===== config.mk =====
export PLATFORM = sky130hd
export DESIGN_NAME = ps2_scancode_receiver
export DESIGN_NICKNAME = d
export VERILOG_FILES = /design/src/rtl/ps2_pkg.sv /design/src/rtl/ps2_scancode_receiver_sync_filter.sv /design/src/rtl/ps2_scancode_receiver.sv
export SDC_FILE = /design/constraint.sdc
export NUM_CORES = 1
export LEC_CHECK = 0
export BUFFER_PORTS_ARGS = -buffer_cell sky130_fd_sc_hd__buf_2
export CORE_AREA = 2 2 130 100
export CTS_CLUSTER_DIAMETER = 120
export DETAILED_ROUTE_END_ITERATION = 8
export DIE_AREA = 0 0 132 102
export GPL_ROUTABILITY_DRIVEN = 1
export GPL_TIMING_DRIVEN = 0
export SLEW_MARGIN = 20
export SYNTH_ARGS = -nofsm -noshare
export SYNTH_HDL_FRONTEND = slang
export SYNTH_SLANG_ARGS = --single-unit

===== constraint.sdc =====
create_clock -name Clock -period 4.6 [get_ports Clock]
set_clock_uncertainty 0.2 [all_clocks]
set_input_delay 1.38 -clock Clock [delete_from_list [all_inputs] [get_ports Clock]]
set_output_delay 1.38 -clock Clock [all_outputs]
set_load 0.03 [all_outputs]

===== src/rtl/ps2_pkg.sv =====
// Shared definitions for the PS/2 scan-code receiver: frame FSM states, prefix bytes,
// the key codes the cursor logic consumes, and the decoded key-event word.
package ps2_pkg;

  typedef enum logic [1:0] {
    ST_IDLE   = 2'd0,
    ST_DATA   = 2'd1,
    ST_PARITY = 2'd2,
    ST_STOP   = 2'd3
  } ps2_state_e;

  localparam logic [7:0] PS2_PREFIX_BREAK = 8'hF0;
  localparam logic [7:0] PS2_PREFIX_EXT   = 8'hE0;

  // Cursor keys arrive E0-prefixed; space is a plain make code.
  localparam logic [7:0] PS2_KEY_LEFT  = 8'h6B;
  localparam logic [7:0] PS2_KEY_RIGHT = 8'h74;
  localparam logic [7:0] PS2_KEY_SPACE = 8'h29;

  typedef struct packed {
    logic       ext;
    logic       brk;
    logic [7:0] code;
  } ps2_event_t;

endpackage


===== src/rtl/ps2_scancode_receiver_sync_filter.sv =====
// Brings the raw PS/2 pins into the Clock domain, deglitches the PS/2 clock and
// emits a one-cycle falling-edge strobe together with the data bit sampled alongside it.
module ps2_sync_filter #(
  parameter int unsigned FILTER_LEN = 8
) (
  input  logic Clock,
  input  logic Reset,
  input  logic iPS2_CLK,
  input  logic iPS2_DATA,
  output logic fall,
  output logic data_bit
);

  localparam int unsigned CW = $clog2(FILTER_LEN + 1);

  logic [1:0]    clk_sync_q;
  logic [1:0]    data_sync_q;
  logic          filt_q;
  logic [CW-1:0] cnt_q;

  // Filtered level flips only after FILTER_LEN consecutive samples disagree with it.
  always_ff @(posedge Clock or posedge Reset) begin
    if (Reset) begin
      clk_sync_q  <= 2'b11;
      data_sync_q <= 2'b11;
      filt_q      <= 1'b1;
      cnt_q       <= '0;
      fall        <= 1'b0;
      data_bit    <= 1'b1;
    end else begin
      clk_sync_q  <= {clk_sync_q[0], iPS2_CLK};
      data_sync_q <= {data_sync_q[0], iPS2_DATA};
      data_bit    <= data_sync_q[1];
      fall        <= 1'b0;
      if (clk_sync_q[1] == filt_q) begin
        cnt_q <= '0;
      end else if (cnt_q == CW'(FILTER_LEN - 1)) begin
        cnt_q  <= '0;
        filt_q <= clk_sync_q[1];
        fall   <= filt_q;
      end else begin
        cnt_q <= cnt_q + CW'(1);
      end
    end
  end

endmodule


===== src/rtl/ps2_scancode_receiver.sv =====
// PS/2 keyboard receiver: frames bits on filtered clock falls, folds E0/F0 prefixes
// into tagged key-event words and buffers them in a show-ahead FIFO.
module ps2_scancode_receiver
  import ps2_pkg::*;
#(
  parameter int unsigned FIFO_DEPTH     = 4,
  parameter int unsigned FILTER_LEN     = 8,
  parameter int unsigned TIMEOUT_CYCLES = 50000
) (
  input  logic       Clock,
  input  logic       Reset,
  input  logic       iPS2_CLK,
  input  logic       iPS2_DATA,
  input  logic       iPop,
  output logic       oValid,
  output logic [7:0] oScanCode,
  output logic       oBreak,
  output logic       oExtended,
  output logic       oFrameError,
  output logic       oOverflow
);

  localparam int unsigned AW = $clog2(FIFO_DEPTH);
  localparam int unsigned CW = AW + 1;
  localparam int unsigned TW = $clog2(TIMEOUT_CYCLES + 1);

  logic fall;
  logic data_bit;

  ps2_sync_filter #(
    .FILTER_LEN(FILTER_LEN)
  ) u_sync (
    .Clock    (Clock),
    .Reset    (Reset),
    .iPS2_CLK (iPS2_CLK),
    .iPS2_DATA(iPS2_DATA),
    .fall     (fall),
    .data_bit (data_bit)
  );

  ps2_state_e    state_q, state_d;
  logic [2:0]    bit_cnt_q, bit_cnt_d;
  logic [7:0]    shift_q, shift_d;
  logic          parity_q, parity_d;
  logic [TW-1:0] tmo_q, tmo_d;
  logic          good_c;
  logic          err_c;

  always_ff @(posedge Clock or posedge Reset) begin
    if (Reset) begin
      state_q   <= ST_IDLE;
      bit_cnt_q <= '0;
      shift_q   <= '0;
      parity_q  <= 1'b0;
      tmo_q     <= '0;
    end else begin
      state_q   <= state_d;
      bit_cnt_q <= bit_cnt_d;
      shift_q   <= shift_d;
      parity_q  <= parity_d;
      tmo_q     <= tmo_d;
    end
  end

  // Frame sequencing; the stop-bit fall judges the frame, the watchdog aborts stalled ones.
  always_comb begin
    state_d   = state_q;
    bit_cnt_d = bit_cnt_q;
    shift_d   = shift_q;
    parity_d  = parity_q;
    tmo_d     = '0;
    good_c    = 1'b0;
    err_c     = 1'b0;

    if (state_q != ST_IDLE && !fall) tmo_d = tmo_q + TW'(1);

    case (state_q)
      ST_IDLE: begin
        if (fall && !data_bit) begin
          state_d   = ST_DATA;
          bit_cnt_d = '0;
        end
      end
      ST_DATA: begin
        if (fall) begin
          shift_d   = {data_bit, shift_q[7:1]};
          bit_cnt_d = bit_cnt_q + 3'd1;
          if (bit_cnt_q == 3'd7) state_d = ST_PARITY;
        end
      end
      ST_PARITY: begin
        if (fall) begin
          parity_d = data_bit;
          state_d  = ST_STOP;
        end
      end
      ST_STOP: begin
        if (fall) begin
          state_d = ST_IDLE;
          if (data_bit && ((^shift_q) ^ parity_q)) good_c = 1'b1;
          else                                     err_c  = 1'b1;
        end
      end
      default: state_d = ST_IDLE;
    endcase

    if (state_q != ST_IDLE && !fall && tmo_q == TW'(TIMEOUT_CYCLES - 1)) begin
      state_d = ST_IDLE;
      tmo_d   = '0;
      err_c   = 1'b1;
    end
  end

  logic       ext_pend_q;
  logic       brk_pend_q;
  logic       wr_q;
  ps2_event_t word_q;

  // Prefix bytes only arm flags; the next plain byte carries them into the FIFO.
  always_ff @(posedge Clock or posedge Reset) begin
    if (Reset) begin
      ext_pend_q  <= 1'b0;
      brk_pend_q  <= 1'b0;
      wr_q        <= 1'b0;
      word_q      <= '0;
      oFrameError <= 1'b0;
    end else begin
      wr_q        <= 1'b0;
      oFrameError <= err_c;
      if (err_c) begin
        ext_pend_q <= 1'b0;
        brk_pend_q <= 1'b0;
      end else if (good_c) begin
        if (shift_q == PS2_PREFIX_EXT) begin
          ext_pend_q <= 1'b1;
        end else if (shift_q == PS2_PREFIX_BREAK) begin
          brk_pend_q <= 1'b1;
        end else begin
          wr_q       <= 1'b1;
          word_q     <= '{ext: ext_pend_q, brk: brk_pend_q, code: shift_q};
          ext_pend_q <= 1'b0;
          brk_pend_q <= 1'b0;
        end
      end
    end
  end

  ps2_event_t    mem_q [FIFO_DEPTH];
  logic [AW-1:0] wr_ptr_q;
  logic [AW-1:0] rd_ptr_q;
  logic [CW-1:0] count_q, count_d;
  logic          full_c;
  logic          pop_c;
  logic          push_c;

  assign full_c = (count_q == CW'(FIFO_DEPTH));
  assign pop_c  = iPop && oValid;
  assign push_c = wr_q && (!full_c || pop_c);

  always_comb begin
    count_d = count_q;
    if (push_c && !pop_c)      count_d = count_q + CW'(1);
    else if (pop_c && !push_c) count_d = count_q - CW'(1);
  end

  always_ff @(posedge Clock or posedge Reset) begin
    if (Reset) begin
      for (int i = 0; i < int'(FIFO_DEPTH); i++) mem_q[i] <= '0;
      wr_ptr_q  <= '0;
      rd_ptr_q  <= '0;
      count_q   <= '0;
      oValid    <= 1'b0;
      oOverflow <= 1'b0;
    end else begin
      oOverflow <= wr_q && full_c && !pop_c;
      if (push_c) begin
        mem_q[wr_ptr_q] <= word_q;
        wr_ptr_q        <= wr_ptr_q + AW'(1);
      end
      if (pop_c) rd_ptr_q <= rd_ptr_q + AW'(1);
      count_q <= count_d;
      oValid  <= (count_d != '0);
    end
  end

  assign oScanCode = mem_q[rd_ptr_q].code;
  assign oBreak    = mem_q[rd_ptr_q].brk;
  assign oExtended = mem_q[rd_ptr_q].ext;

endmodule


; After elaboration in Yosys (flattened, before gate mapping)
; Index checks and enable logic that the tools add are counted.
[word_totals]
regBits = 104
inputBits = 5
[classes]
addsub = 7
order_cmp = 3
n_eq_ne = 19
muxes = 43
bitwise = 7
reduce_logical = 31
[op_table]
columns = cell, n
row1 = $bwmux W40, 1
row2 = $mux W16, 2
row3 = $mux W10, 3
row4 = $mux W1, 21
row5 = $bmux W10 S2, 1
row6 = $demux W10 S2, 1
row7 = $add A16 B1 Y16 const B, 1
row8 = $eq A16 B16 Y1 const B, 1
row9 = $eq A8 B8 Y1 const B, 2
row10 = $mux W2, 6
row11 = $mux W3, 4
row12 = $logic_and A1 B1 Y1, 11
row13 = $reduce_and A2 Y1, 5
row14 = $ne A3 B2 Y1 const B, 3
row15 = $ne A3 B3 Y1 const B, 3
row16 = $mux W4, 2
row17 = $pmux W2 S4, 1
row18 = $reduce_xor A8 Y1, 1
row19 = $add A3 B1 Y3 const B, 2
row20 = $eq A3 B3 Y1 const B, 2
row21 = $ge A3 B3 Y1 const B, 2
row22 = $not A2 Y3, 2
row23 = $pmux W3 S2, 1
row24 = $reduce_bool A2 Y1, 3
row25 = 19 further kinds, 29

; Depth between registers and ports, before layout
; Gate-level depths: netlist (run 1).
[logic_depth]
ltp_word = 9
depth_mapped = 8
depth_no_buf = 7

; Cells and area by module
; From an unflattened synthesis (run 1), not the netlist that was laid out.
[hier_totals]
cells_unflattened = 368
area_unflattened_um2 = 4794.6
[by_module_without_submodules]
columns = module, n_inst, cells_each, area_per_inst_um2, seq_area_each_um2
row1 = ps2_scancode_receiver, 1, 343, 4400.5, 2327.2
row2 = ps2_sync_filter, 1, 25, 394.1, 282.8

; Worst setup path before layout (run 1)
; Ideal clock, no wire load.
[synth_timing]
path_type = reg-to-output
from = reg rd_ptr_q[0]
to = out oBreak
t_arrival_ps = 1309
path_slack_ps = 1711
path_stages_with_launch = 3
path_buffers = 1
cell_sequence = dfrtp_1 buf_2 mux4_2
[synth_between]
elab_chain_len = 4
[synth_lines]
columns = item, line
row1 = start: declaration, ps2_scancode_receiver.sv:150  ; logic [AW-1:0] rd_ptr_q;
row2 = start signal: assignment, ps2_scancode_receiver.sv:180  ; if (pop_c) rd_ptr_q <= rd_ptr_q + AW'(1);
row3 = $not A2 Y3 (implied by the code), ps2_scancode_receiver.sv:187  ; assign oBreak = mem_q[rd_ptr_q].brk;
row4 = $bmux W10 S2, ps2_scancode_receiver.sv:187
row5 = $mux W10 (2 in series), -
row6 = end: declaration, ps2_scancode_receiver.sv:17  ; output logic oBreak,
; Every way passes these cells. The select of a mux whose other input is x is not followed.

; Worst setup path in the final report (run 1)
[layout_timing]
from = reg rd_ptr_q[0]
to = out oScanCode[5]
[layout_between]
elab_chain_len = 4
[layout_lines]
columns = item, line
row1 = $not A2 Y3 (implied by the code), ps2_scancode_receiver.sv:186  ; assign oScanCode = mem_q[rd_ptr_q].code;
row2 = $bmux W10 S2, ps2_scancode_receiver.sv:186
row3 = $mux W10 (2 in series), -
row4 = end: declaration, ps2_scancode_receiver.sv:16  ; output logic [7:0] oScanCode,
; Every way passes these cells. The select of a mux whose other input is x is not followed.

==> results of run 1 <==
[routing by layer]
layer | track usage, % | vias to the layer above
met1 | 18.2 | 1449
met4 | 4.26 | 0
met2 | 20.8 | 25
met5 | 0 | -
met3 | 3.17 | 6
li1 | - | 1407
[worst paths after layout]
path,start,end,slack [ns],depth (start not counted)
min in group asynchronous,Reset,mem_q[36],0.80,2
max reg2reg,state_q[0],tmo_q[13],2.08,8
min reg2reg,u_sync.clk_sync_q[0],u_sync.clk_sync_q[1],0.16,0
min,u_sync.clk_sync_q[0],u_sync.clk_sync_q[1],0.16,0
max,rd_ptr_q[0],oScanCode[5],1.11,3
max in group asynchronous,Reset,u_sync.clk_sync_q[1],2.74,3
[per-stage QoR]
stage	utilization, %	worst slack (ns)	instance area [µm²]	hold WS [ns]	std cells
after floorplan	-	0.298	4790	0.145	375
after global placement	41.9	-0.900	5080	0.148	558
after detailed placement	42.1	1.41	5110	0.149	559
after CTS	45.2	1.06	5480	0.158	575
after global routing	45.2	0.989	5480	0.165	575
final	45.2	1.11	5480	0.156	575
[cells by family (layout without fill, tap and decap cells)]
group	count (synthesis)	count (layout)	share of synthesized area, %
AO/OA/AOI/OAI	35	35	4.99
XOR/XNOR	21	21	4.29
adder cells (fa/ha/maj)	20	20	5.23
buffers and inverters	27	61	2.33
flip-flops	104	104	54.5
multiplexers	67	67	18.1
AND/OR/NAND/NOR	101	101	10.5
[worst max-delay path, cell delays in order, from the launching register on]
cell and delay, ns:
sky130_fd_sc_hd__dfrtp_1 0.42, sky130_fd_sc_hd__buf_2 0.38, sky130_fd_sc_hd__mux4_2 0.57, sky130_fd_sc_hd__buf_2 0.19
[cell usage after synthesis, drive strengths merged, types with 5 or more instances]
cell type  number  area (µm²)
mux4           10         225
nand3          15        75.1
dfrtp          98        2450
xnor2          18         165
dfstp           6         158
inv            19        71.3
ha             20         250
clkbuf          5        18.8
o21ai           9        45.0
a21oi           6        33.8
nand2          20        75.1
mux2           57         642
nor2           29         109
nand4           7        43.8
nor3            7        35.0
o211ai          6        45.0
[layout make-up]
class | count | area (µm²)
inverter | 19 | 76.3
timing repair buffer | 18 | 113
clock inverter | 5 | 128
sequential | 104 | 2610
fill | 1120 | 6650
tap | 166 | 208
buffer | 8 | 40.0
clock buffer | 11 | 243
multi-input combinational | 244 | 2070
[power by group through the flow]
stage | sequential, µW | combinational, µW | clock [µW]
5_1_grt | 1070 | 483 | 982
6_report | 1060 | 427 | 921
3_3_place_gp | 1070 | 416 | 0
3_5_place_dp | 1070 | 432 | 0
4_1_cts | 1060 | 434 | 945
2_1_floorplan | 1060 | 336 | 0
[sequential cells by signal, summed over array words and instances, names as in the netlist]
signal and count:
u_sync.clk_sync_q 2, u_sync.filt_q 1, u_sync.cnt_q 4, oOverflow 1, u_sync.data_bit 1, tmo_q 16
parity_q 1, wr_ptr_q 2, u_sync.data_sync_q 2, shift_q 8, count_q 3, wr_q 1
state_q 2, rd_ptr_q 2, ext_pend_q 1, oFrameError 1, mem_q 40, u_sync.fall 1
bit_cnt_q 3, word_q 10, brk_pend_q 1, oValid 1
==> load_flow_metrics.sql, run 1 <==
INSERT INTO impl_metrics (metric_group, metric, value, unit) VALUES
('yosys', 'share_of_synthesized_area_occupied_by_flip_flops_and_latches', '54.5', '%'),
('power', 'switching_share', '26.4', '%'),
('clock_network', 'cts_buffers', '9', ''),
('clock_network', 'cts_resized', '0', ''),
('timing', 'final_period_minus_worst_setup_slack', '3.49', 'ns'),
('drt', 'drcViolationCount', '0', ''),
('clock_network', 'tritoncts_clock_tree', 'built', ''),
('clock_network', 'ctsLongestPathBuffers', '2', ''),
('placed_design', 'place.detailed.hpwl', '5560', 'µm'),
('global_routing', 'grt_start_max_net_pins', '77', ''),
('yosys', 'synth_top_flop_cell', 'sky130_fd_sc_hd__dfrtp_1', ''),
('drt', 'wl_met1', '4160', 'µm'),
('power', 'post_layout_total_power', '2410', 'µW'),
('yosys', 'postSynthNetCount', '400', ''),
('power', 'vdd.ir_drop.worst', '0.000228', 'V'),
('drt', 'finalWirelength', '7980', 'µm'),
('final_layout', 'syn2layout_area_growth', '14.5', '%'),
('yosys', 'ys_async_sr_fraction', '100', '%'),
('drt', 'met2_wirelength', '3560', 'µm'),
('global_routing', 'vias_in_the_first_global_route', '2892', ''),
('drt', 'drt_pass1_iterations', '4', ''),
('clock_network', 'worstSkewPairLatency', '0.34', 'ns'),
('floorplanning', 'core_area', '12100', 'µm²'),
('worst_setup_path', 'critPathRequiredTime', '3.02', 'ns'),
('timing', 'finalHoldViolCount', '0', ''),
('drt', 'drt-wirelength-per-cell', '13.9', 'µm'),
('placed_design', 'buffer_ports.inserted', '17', ''),
('clock_network', 'cts_setup_buffers', '0', ''),
('drt', 'drt_first_iter_violations', '93', ''),
('final_layout', 'finish.net_count', '429', ''),
('worst_setup_path', 'critPathMaxFanout', '10', ''),
('timing', 'fmax', '287', 'MHz'),
('power', 'power_density', '439', 'nW/µm²'),
('clock_network', 'clock_sink_count', '104', ''),
('global_routing', 'grt_overflow', '0', ''),
('floorplanning', 'placementRows', '35', ''),
('yosys', 'number_of_enable_type_register_cells_in_the_synthesized_netlist', '0', ''),
('status', 'run_status', 'complete, no violations', ''),
('worst_hold_path', 'worst_hold_path_type', 'flip-flop to flip-flop', ''),
('power', 'internal_power', '1770', 'µW'),
('clock_network', 'clk_transition_reported_paths', '0.06', 'ns'),
('yosys', 'synth.ff_latch_count', '104', ''),
('power', 'combinationalPowerShare', '17.7', '%'),
('final_layout', 'drive_above_1_share', '29.1', '%'),
('clock_network', 'count_of_hold_buffers_inserted_by_post_cts_repair', '0', ''),
('drt', 'routed-wl-met3', '189', 'µm'),
('yosys', 'synth_warnings', '0', ''),
('timing', 'slew_headroom', '50.6', '%'),
('clock_network', 'h-tree-depth', '3', ''),
('timing', 'report.final.slew_viol_count', '0', ''),
('power', 'switchingPower', '634', 'µW'),
('final_layout', 'layout_commonest_cell', 'sky130_fd_sc_hd__dfrtp_1', ''),
('drt', 'drtAntennaViolNets', '0', ''),
('placed_design', 'gp_congestion', '0.769', ''),
('floorplanning', 'io-pin-count', '18', ''),
('timing', 'fin_setup_tns', '0', 'ns'),
('global_routing', 'grt_util_all_layers', '13.2', '%'),
('floorplanning', 'dieArea', '13500', 'µm²'),
('final_layout', 'n_antenna_cell', '0', ''),
('timing', 'setup_viol', '0', ''),
('job', 'max-cap-violations', '0', ''),
('floorplanning', 'die-width', '132', 'µm'),
('yosys', 'yosys.cell_types.count', '49', ''),
('timing', 'timing.final.crit_share', '75.8', '%'),
('yosys', 'syn_area_per_cell', '12.8', 'µm²'),
('floorplanning', 'die_height', '102', 'µm'),
('drt', 'maxUsedRoutingLayer', 'met4', ''),
('global_routing', 'grt_pass1_wl', '14000', 'µm'),
('drt', 'vias', '2887', ''),
('worst_setup_path', 'critical_path_class', 'flip-flop to output port', ''),
('power', 'leakagePower', '0.00254', 'µW');
Note: power is estimated with default switching activity, not from simulation.
==> run 2: changes to the inputs <==
clock period = 3.4 ns   (was 4.6 ns; I/O delays follow)
==> load_flow_metrics.sql, run 2 (same netlist as run 1, synthesis figures left out) <==
INSERT INTO impl_metrics (metric_group, metric, value, unit) VALUES
('clock_network', 'tritoncts_clock_tree', 'built', ''),
('timing', 'final_period_minus_worst_setup_slack', '3.11', 'ns'),
('clock_network', 'worstSkewPairLatency', '0.35', 'ns'),
('drt', 'post_drt_via_cell_ratio', '5.09', ''),
('final_layout', 'regMostFlops', 'mem_q', ''),
('worst_setup_path', 'critPathMaxFanout', '10', ''),
('final_layout', 'filler_cell_count', '1134', ''),
('drt', 'drt-wirelength-per-cell', '14.7', 'µm'),
('placed_design', 'gp_congestion', '0.792', ''),
('drt', 'drtAntennaViolNets', '0', ''),
('worst_setup_path', 'endpoint_kind', 'output port', ''),
('final_layout', 'layout.area.seq', '2610', 'µm²'),
('clock_network', 'cts_setup_buffers', '0', ''),
('power', 'power_density', '566', 'nW/µm²'),
('job', 'max-cap-violations', '0', ''),
('drt', 'drt_first_iter_violations', '135', ''),
('worst_setup_path', 'critPathRequiredTime', '2.18', 'ns'),
('power', 'post_layout_total_power', '3090', 'µW'),
('timing', 'tightest_slew', '0.740', 'ns'),
('final_layout', 'layout_commonest_cell', 'sky130_fd_sc_hd__dfrtp_1', ''),
('worst_setup_path', 'critPathBufInv', '2', ''),
('placed_design', 'buffer_ports.inserted', '17', ''),
('drt', 'drcViolationCount', '0', ''),
('floorplanning', 'die-width', '132', 'µm'),
('global_routing', 'grt_overflow', '0', ''),
('final_layout', 'largest_register_ff_count', '40', ''),
('timing', 'fmax', '321', 'MHz'),
('final_layout', 'multi_input_comb_area', '2070', 'µm²'),
('worst_setup_path', 'critPathMaxStageDelay', '0.57', 'ns'),
('final_layout', 'drive_above_1_share', '29.7', '%'),
('worst_setup_path', 'critPathLaunchType', 'flip-flop', ''),
('power', 'vdd.ir_drop.worst', '0.000280', 'V'),
('global_routing', 'grt_antenna_before_repair', '0', ''),
('timing', 'slew_headroom', '50.7', '%'),
('final_layout', 'layout.cells.most_common_list', '98 x sky130_fd_sc_hd__dfrtp_1, 57 x sky130_fd_sc_hd__mux2_2, 29 x sky130_fd_sc_hd__nor2_1', ''),
('timing', 'setup_repair_after_global_routing_missed_its_margin', 'false', ''),
('drt', 'finalWirelength', '8490', 'µm'),
('clock_network', 'ctsRootBufferMaster', 'sky130_fd_sc_hd__clkbuf_16', ''),
('floorplanning', 'io-pin-count', '18', ''),
('final_layout', 'reg.largest.list', 'mem_q x40, tmo_q x16, word_q x10', ''),
('final_layout', 'syn2layout_area_growth', '14.2', '%'),
('status', 'run_status', 'complete, no violations', ''),
('floorplanning', 'dieArea', '13500', 'µm²'),
('clock_network', 'clock_sink_count', '104', ''),
('worst_setup_path', 'worst_path_dominant_cell_family', 'buffers and inverters', ''),
('clock_network', 'clk_transition_reported_paths', '0.07', 'ns'),
('clock_network', 'cts_resized', '0', ''),
('power', 'leakagePower', '0.00254', 'µW'),
('worst_setup_path', 'cp.arrival', '1.89', 'ns'),
('global_routing', 'vias_in_the_first_global_route', '2953', ''),
('floorplanning', 'placementRows', '35', ''),
('global_routing', 'grt_pass1_wl', '14800', 'µm'),
('floorplanning', 'die_height', '102', 'µm'),
('clock_network', 'ctsLongestPathBuffers', '2', ''),
('worst_setup_path', 'critical_path_class', 'flip-flop to output port', ''),
('clock_network', 'count_of_hold_buffers_inserted_by_post_cts_repair', '0', ''),
('timing', 'fin_setup_tns', '0', 'ns'),
('worst_setup_path', 'cells_along_the_critical_path', 'clkbuf_1 > mux4_2 > buf_2', ''),
('placed_design', 'place.detailed.hpwl', '6060', 'µm'),
('timing', 'report.final.slew_viol_count', '0', ''),
('global_routing', 'grt_start_max_net_pins', '34', ''),
('timing', 'finalHoldViolCount', '0', ''),
('timing', 'setup_viol', '0', ''),
('clock_network', 'cts_buffers', '9', ''),
('final_layout', 'n_antenna_cell', '0', ''),
('final_layout', 'finish.net_count', '431', ''),
('drt', 'vias', '2935', ''),
('global_routing', 'grt_util_all_layers', '14.0', '%'),
('clock_network', 'h-tree-depth', '3', ''),
('floorplanning', 'initial_utilization', '39.5', '%'),
('worst_hold_path', 'worst_hold_path_type', 'flip-flop to flip-flop', ''),
('timing', 'timing.final.crit_share', '91.5', '%'),
('worst_setup_path', 'critical-path-slowest-cell', 'sky130_fd_sc_hd__clkbuf_1', ''),
('floorplanning', 'core_area', '12100', 'µm²'),
('drt', 'drt_pass1_iterations', '4', '');
## run 2: cell count changes in the layout (fill, tap and decap cells not counted)
cell                        previous run  this run
sky130_fd_sc_hd__buf_12                0         2
sky130_fd_sc_hd__bufinv_16             4         1
sky130_fd_sc_hd__clkbuf_1              6         5
sky130_fd_sc_hd__clkbuf_8              1         2
sky130_fd_sc_hd__clkinv_2              0         1
sky130_fd_sc_hd__clkinv_4              0         1
sky130_fd_sc_hd__inv_6                 1         2
## run 2: through the flow
step	instances	worst slack [ns]	utilization, %	cell area (µm²)	hold WS [ns]
after floorplan	375	0.871	-	4790	0.145
after global placement	558	0.249	41.9	5080	0.146
after detailed placement	561	0.566	42.5	5150	0.147
after CTS	577	0.232	45.1	5470	0.157
after global routing	577	0.163	45.1	5470	0.162
final	577	0.289	45.1	5470	0.156
## run 2: cell type report
class / count / share of cell area (%)
clock buffers: 11 / 4.62
repair buffers: 20 / 2.79
inverters: 19 / 1.37
well taps: 166 / 3.80
clock inverters: 5 / 1.12
multi-input cells: 244 / 37.8
flip-flops and latches: 104 / 47.8
plain buffers: 8 / 0.733
## run 2: routing by layer
layer	share of wire, %	track usage (%)
met1	51	19.3
met2	45	21.7
met3	2.9	3.87
met4	1.1	4.26
met5	0	0
## run 2: worst paths after layout
| kind | start | end | slack [ns] | cells after the start |
|---|---|---|---|---|
| max | rd_ptr_q[1] | oBreak | 0.29 | 3 |
| min | u_sync.data_sync_q[1] | u_sync.data_bit | 0.16 | 0 |
| max reg2reg | state_q[0] | tmo_q[6] | 0.84 | 8 |
| min reg2reg | u_sync.data_sync_q[1] | u_sync.data_bit | 0.16 | 0 |
| max in group asynchronous | Reset | u_sync.data_bit | 1.69 | 4 |
| min in group asynchronous | Reset | u_sync.cnt_q[3] | 0.51 | 2 |
## run 2: report_power, final
group	internal (µW)	switching [µW]
Combinational	252	338
Sequential	1330	93.8
Clock	616	456
## run 2: worst register-to-register path, stage by stage, from the launching register on
cell and delay [ns]:
sky130_fd_sc_hd__dfrtp_1 0.43, sky130_fd_sc_hd__inv_1 0.09, sky130_fd_sc_hd__ha_1 0.19, sky130_fd_sc_hd__clkbuf_1 0.18
sky130_fd_sc_hd__nor2_1 0.23, sky130_fd_sc_hd__nand4_1 0.22, sky130_fd_sc_hd__o21ai_1 0.49, sky130_fd_sc_hd__buf_2 0.33
sky130_fd_sc_hd__nor2_1 0.08
==> run 3: changes to the inputs <==
==> constraint.sdc (replaced) <==
create_clock -name Clock -period 3.4 [get_ports Clock]
set_clock_uncertainty 0.2 [all_clocks]
set_input_delay 0 -clock Clock [delete_from_list [all_inputs] [get_ports Clock]]
set_output_delay 0 -clock Clock [all_outputs]
set_load 0.03 [all_outputs]
==> load_flow_metrics.sql, run 3 (same netlist as run 1, synthesis figures left out) <==
INSERT INTO impl_metrics (metric_group, metric, value, unit) VALUES
('status', 'run_status', 'complete, no violations', ''),
('timing', 'report.final.slew_viol_count', '0', ''),
('floorplanning', 'core_area', '12100', 'µm²'),
('floorplanning', 'placementRows', '35', ''),
('worst_hold_path', 'worst_hold_path.num_cells', '2', ''),
('final_layout', 'layout.cells.most_common_list', '98 x sky130_fd_sc_hd__dfrtp_1, 57 x sky130_fd_sc_hd__mux2_2, 29 x sky130_fd_sc_hd__nor2_1', ''),
('placed_design', 'place.detailed.hpwl', '5560', 'µm'),
('final_layout', 'finish.net_count', '434', ''),
('drt', 'drtAntennaViolNets', '0', ''),
('global_routing', 'grt.met1_usage', '18.3', '%'),
('final_layout', 'reg.largest.list', 'mem_q x40, tmo_q x16, word_q x10', ''),
('clock_network', 'ctsLongestPathBuffers', '2', ''),
('job', 'max-cap-violations', '0', ''),
('drt', 'post_drt_via_cell_ratio', '5.00', ''),
('worst_setup_path', 'cp.arrival', '2.54', 'ns'),
('drt', 'finalWirelength', '8000', 'µm'),
('global_routing', 'vias_in_the_first_global_route', '2919', ''),
('clock_network', 'tritoncts_clock_tree', 'built', ''),
('timing', 'setup_viol', '0', ''),
('power', 'vdd.ir_drop.worst', '0.000308', 'V'),
('drt', 'drt-wirelength-per-cell', '13.8', 'µm'),
('final_layout', 'layout_commonest_cell', 'sky130_fd_sc_hd__dfrtp_1', ''),
('final_layout', 'drive_above_1_share', '28.7', '%'),
('timing', 'tightest_slew', '0.742', 'ns'),
('timing', 'final_period_minus_worst_setup_slack', '2.52', 'ns'),
('timing', 'slew_headroom', '50.5', '%'),
('global_routing', 'grt_busiest_layer', 'met2', ''),
('final_layout', 'regMostFlops', 'mem_q', ''),
('worst_hold_path', 'worst_hold_path_type', 'input port to flip-flop', ''),
('timing', 'setup_repair_after_global_routing_missed_its_margin', 'false', ''),
('placed_design', 'post-place-ws', '0.889', 'ns'),
('placed_design', 'postPlaceCellArea', '5110', 'µm²'),
('floorplanning', 'initial_utilization', '39.5', '%'),
('floorplanning', 'die_height', '102', 'µm'),
('drt', 'drt_pass1_iterations', '4', ''),
('global_routing', 'grt_overflow', '0', ''),
('power', 'power_density', '588', 'nW/µm²'),
('timing', 'fmax', '397', 'MHz'),
('global_routing', 'grt_util_all_layers', '13.3', '%'),
('worst_setup_path', 'endpoint_kind', 'flip-flop', ''),
('final_layout', 'largest_register_ff_count', '40', ''),
('timing', 'timing.final.crit_share', '74.1', '%'),
('placed_design', 'buffer_ports.inserted', '17', ''),
('global_routing', 'grt_use_met3', '3.22', '%'),
('floorplanning', 'io-pin-count', '18', ''),
('clock_network', 'count_of_hold_buffers_inserted_by_post_cts_repair', '5', ''),
('timing', 'finalHoldViolCount', '0', ''),
('power', 'leakagePower', '0.00256', 'µW'),
('worst_setup_path', 'critical_path_class', 'flip-flop to flip-flop', ''),
('drt', 'vias', '2901', ''),
('clock_network', 'h-tree-depth', '3', ''),
('timing', 'worst_slack', '0.880', 'ns'),
('floorplanning', 'dieArea', '13500', 'µm²'),
('power', 'post_layout_total_power', '3250', 'µW'),
('final_layout', 'syn2layout_area_growth', '15.6', '%'),
('clock_network', 'cts_resized', '0', ''),
('final_layout', 'fin_area', '5530', 'µm²'),
('global_routing', 'grt_start_max_net_pins', '77', ''),
('worst_setup_path', 'r2r_cells', '8', ''),
('global_routing', 'grt_antenna_before_repair', '0', ''),
('worst_setup_path', 'critPathMaxFanout', '10', ''),
('floorplanning', 'die-width', '132', 'µm'),
('global_routing', 'grt_pass1_wl', '14100', 'µm'),
('global_routing', 'grt_use_met2', '21.0', '%'),
('drt', 'drcViolationCount', '0', ''),
('placed_design', 'gp_congestion', '0.769', ''),
('clock_network', 'ctsRootBufferMaster', 'sky130_fd_sc_hd__clkbuf_16', ''),
('clock_network', 'cts_buffers', '9', ''),
('worst_setup_path', 'critPathRequiredTime', '3.42', 'ns'),
('clock_network', 'clock_sink_count', '104', ''),
('final_layout', 'layout.core_utilization', '45.6', '%'),
('worst_setup_path', 'critPathLaunchType', 'flip-flop', ''),
('clock_network', 'worstSkewPairLatency', '0.34', 'ns'),
('final_layout', 'n_antenna_cell', '0', ''),
('drt', 'drt_first_iter_violations', '94', ''),
('clock_network', 'cts_setup_buffers', '0', ''),
('clock_network', 'clk_transition_reported_paths', '0.07', 'ns');
-- run 3: layout make-up --
type	instances	area, µm²
tap	166	208
inverter	19	76.3
clock inverter	5	128
sequential	104	2610
timing repair buffer	23	163
multi-input combinational	244	2070
buffer	8	40.0
fill	1118	6600
clock buffer	11	243
-- run 3: routing by layer --
| metal | routed length (µm) | part of all wire (%) |
|---|---|---|
| met1 | 4180 | 52 |
| met2 | 3560 | 45 |
| met3 | 192 | 2.4 |
| met4 | 67 | 0.84 |
| met5 | 0 | 0 |
-- run 3: final timing paths --
path | start | to | slack (ns)
setup / recovery | state_q[0] | tmo_q[13] | 0.88
hold / removal | iPS2_DATA | u_sync.data_sync_q[0] | 0.11
setup reg to reg | state_q[0] | tmo_q[13] | 0.88
hold reg to reg | u_sync.clk_sync_q[0] | u_sync.clk_sync_q[1] | 0.16
max in group asynchronous | Reset | u_sync.clk_sync_q[1] | 1.77
min in group asynchronous | Reset | mem_q[36] | 0.57
-- run 3: worst max-delay path, stage by stage, from the launching register on --
cell and delay [ns]:
sky130_fd_sc_hd__dfrtp_1 0.43, sky130_fd_sc_hd__inv_1 0.09, sky130_fd_sc_hd__ha_1 0.19, sky130_fd_sc_hd__clkbuf_1 0.19
sky130_fd_sc_hd__nor2_1 0.23, sky130_fd_sc_hd__nand4_1 0.21, sky130_fd_sc_hd__o21ai_1 0.47, sky130_fd_sc_hd__buf_2 0.31
sky130_fd_sc_hd__nor2_1 0.07
-- run 3: report_power, final --
| group | switching [µW] | leakage, µW | total (µW) | internal (µW) |
|---|---|---|---|---|
| sequential | 94.9 | 0.00141 | 1430 | 1340 |
| combinational | 330 | 0.000978 | 580 | 251 |
| clock | 430 | 0.000176 | 1240 | 814 |
| total | 855 | 0.00256 | 3250 | 2400 |
-- run 3: stage by stage --
stage | hold slack (ns) | cells | TNS (ns)
2_1_floorplan | -0.196 | 375 | 0
3_3_place_gp | -0.0879 | 558 | -69.83
3_5_place_dp | -0.211 | 559 | 0
4_1_cts | 0.0975 | 580 | 0
5_1_grt | 0.120 | 580 | 0
6_report | 0.108 | 580 | 0
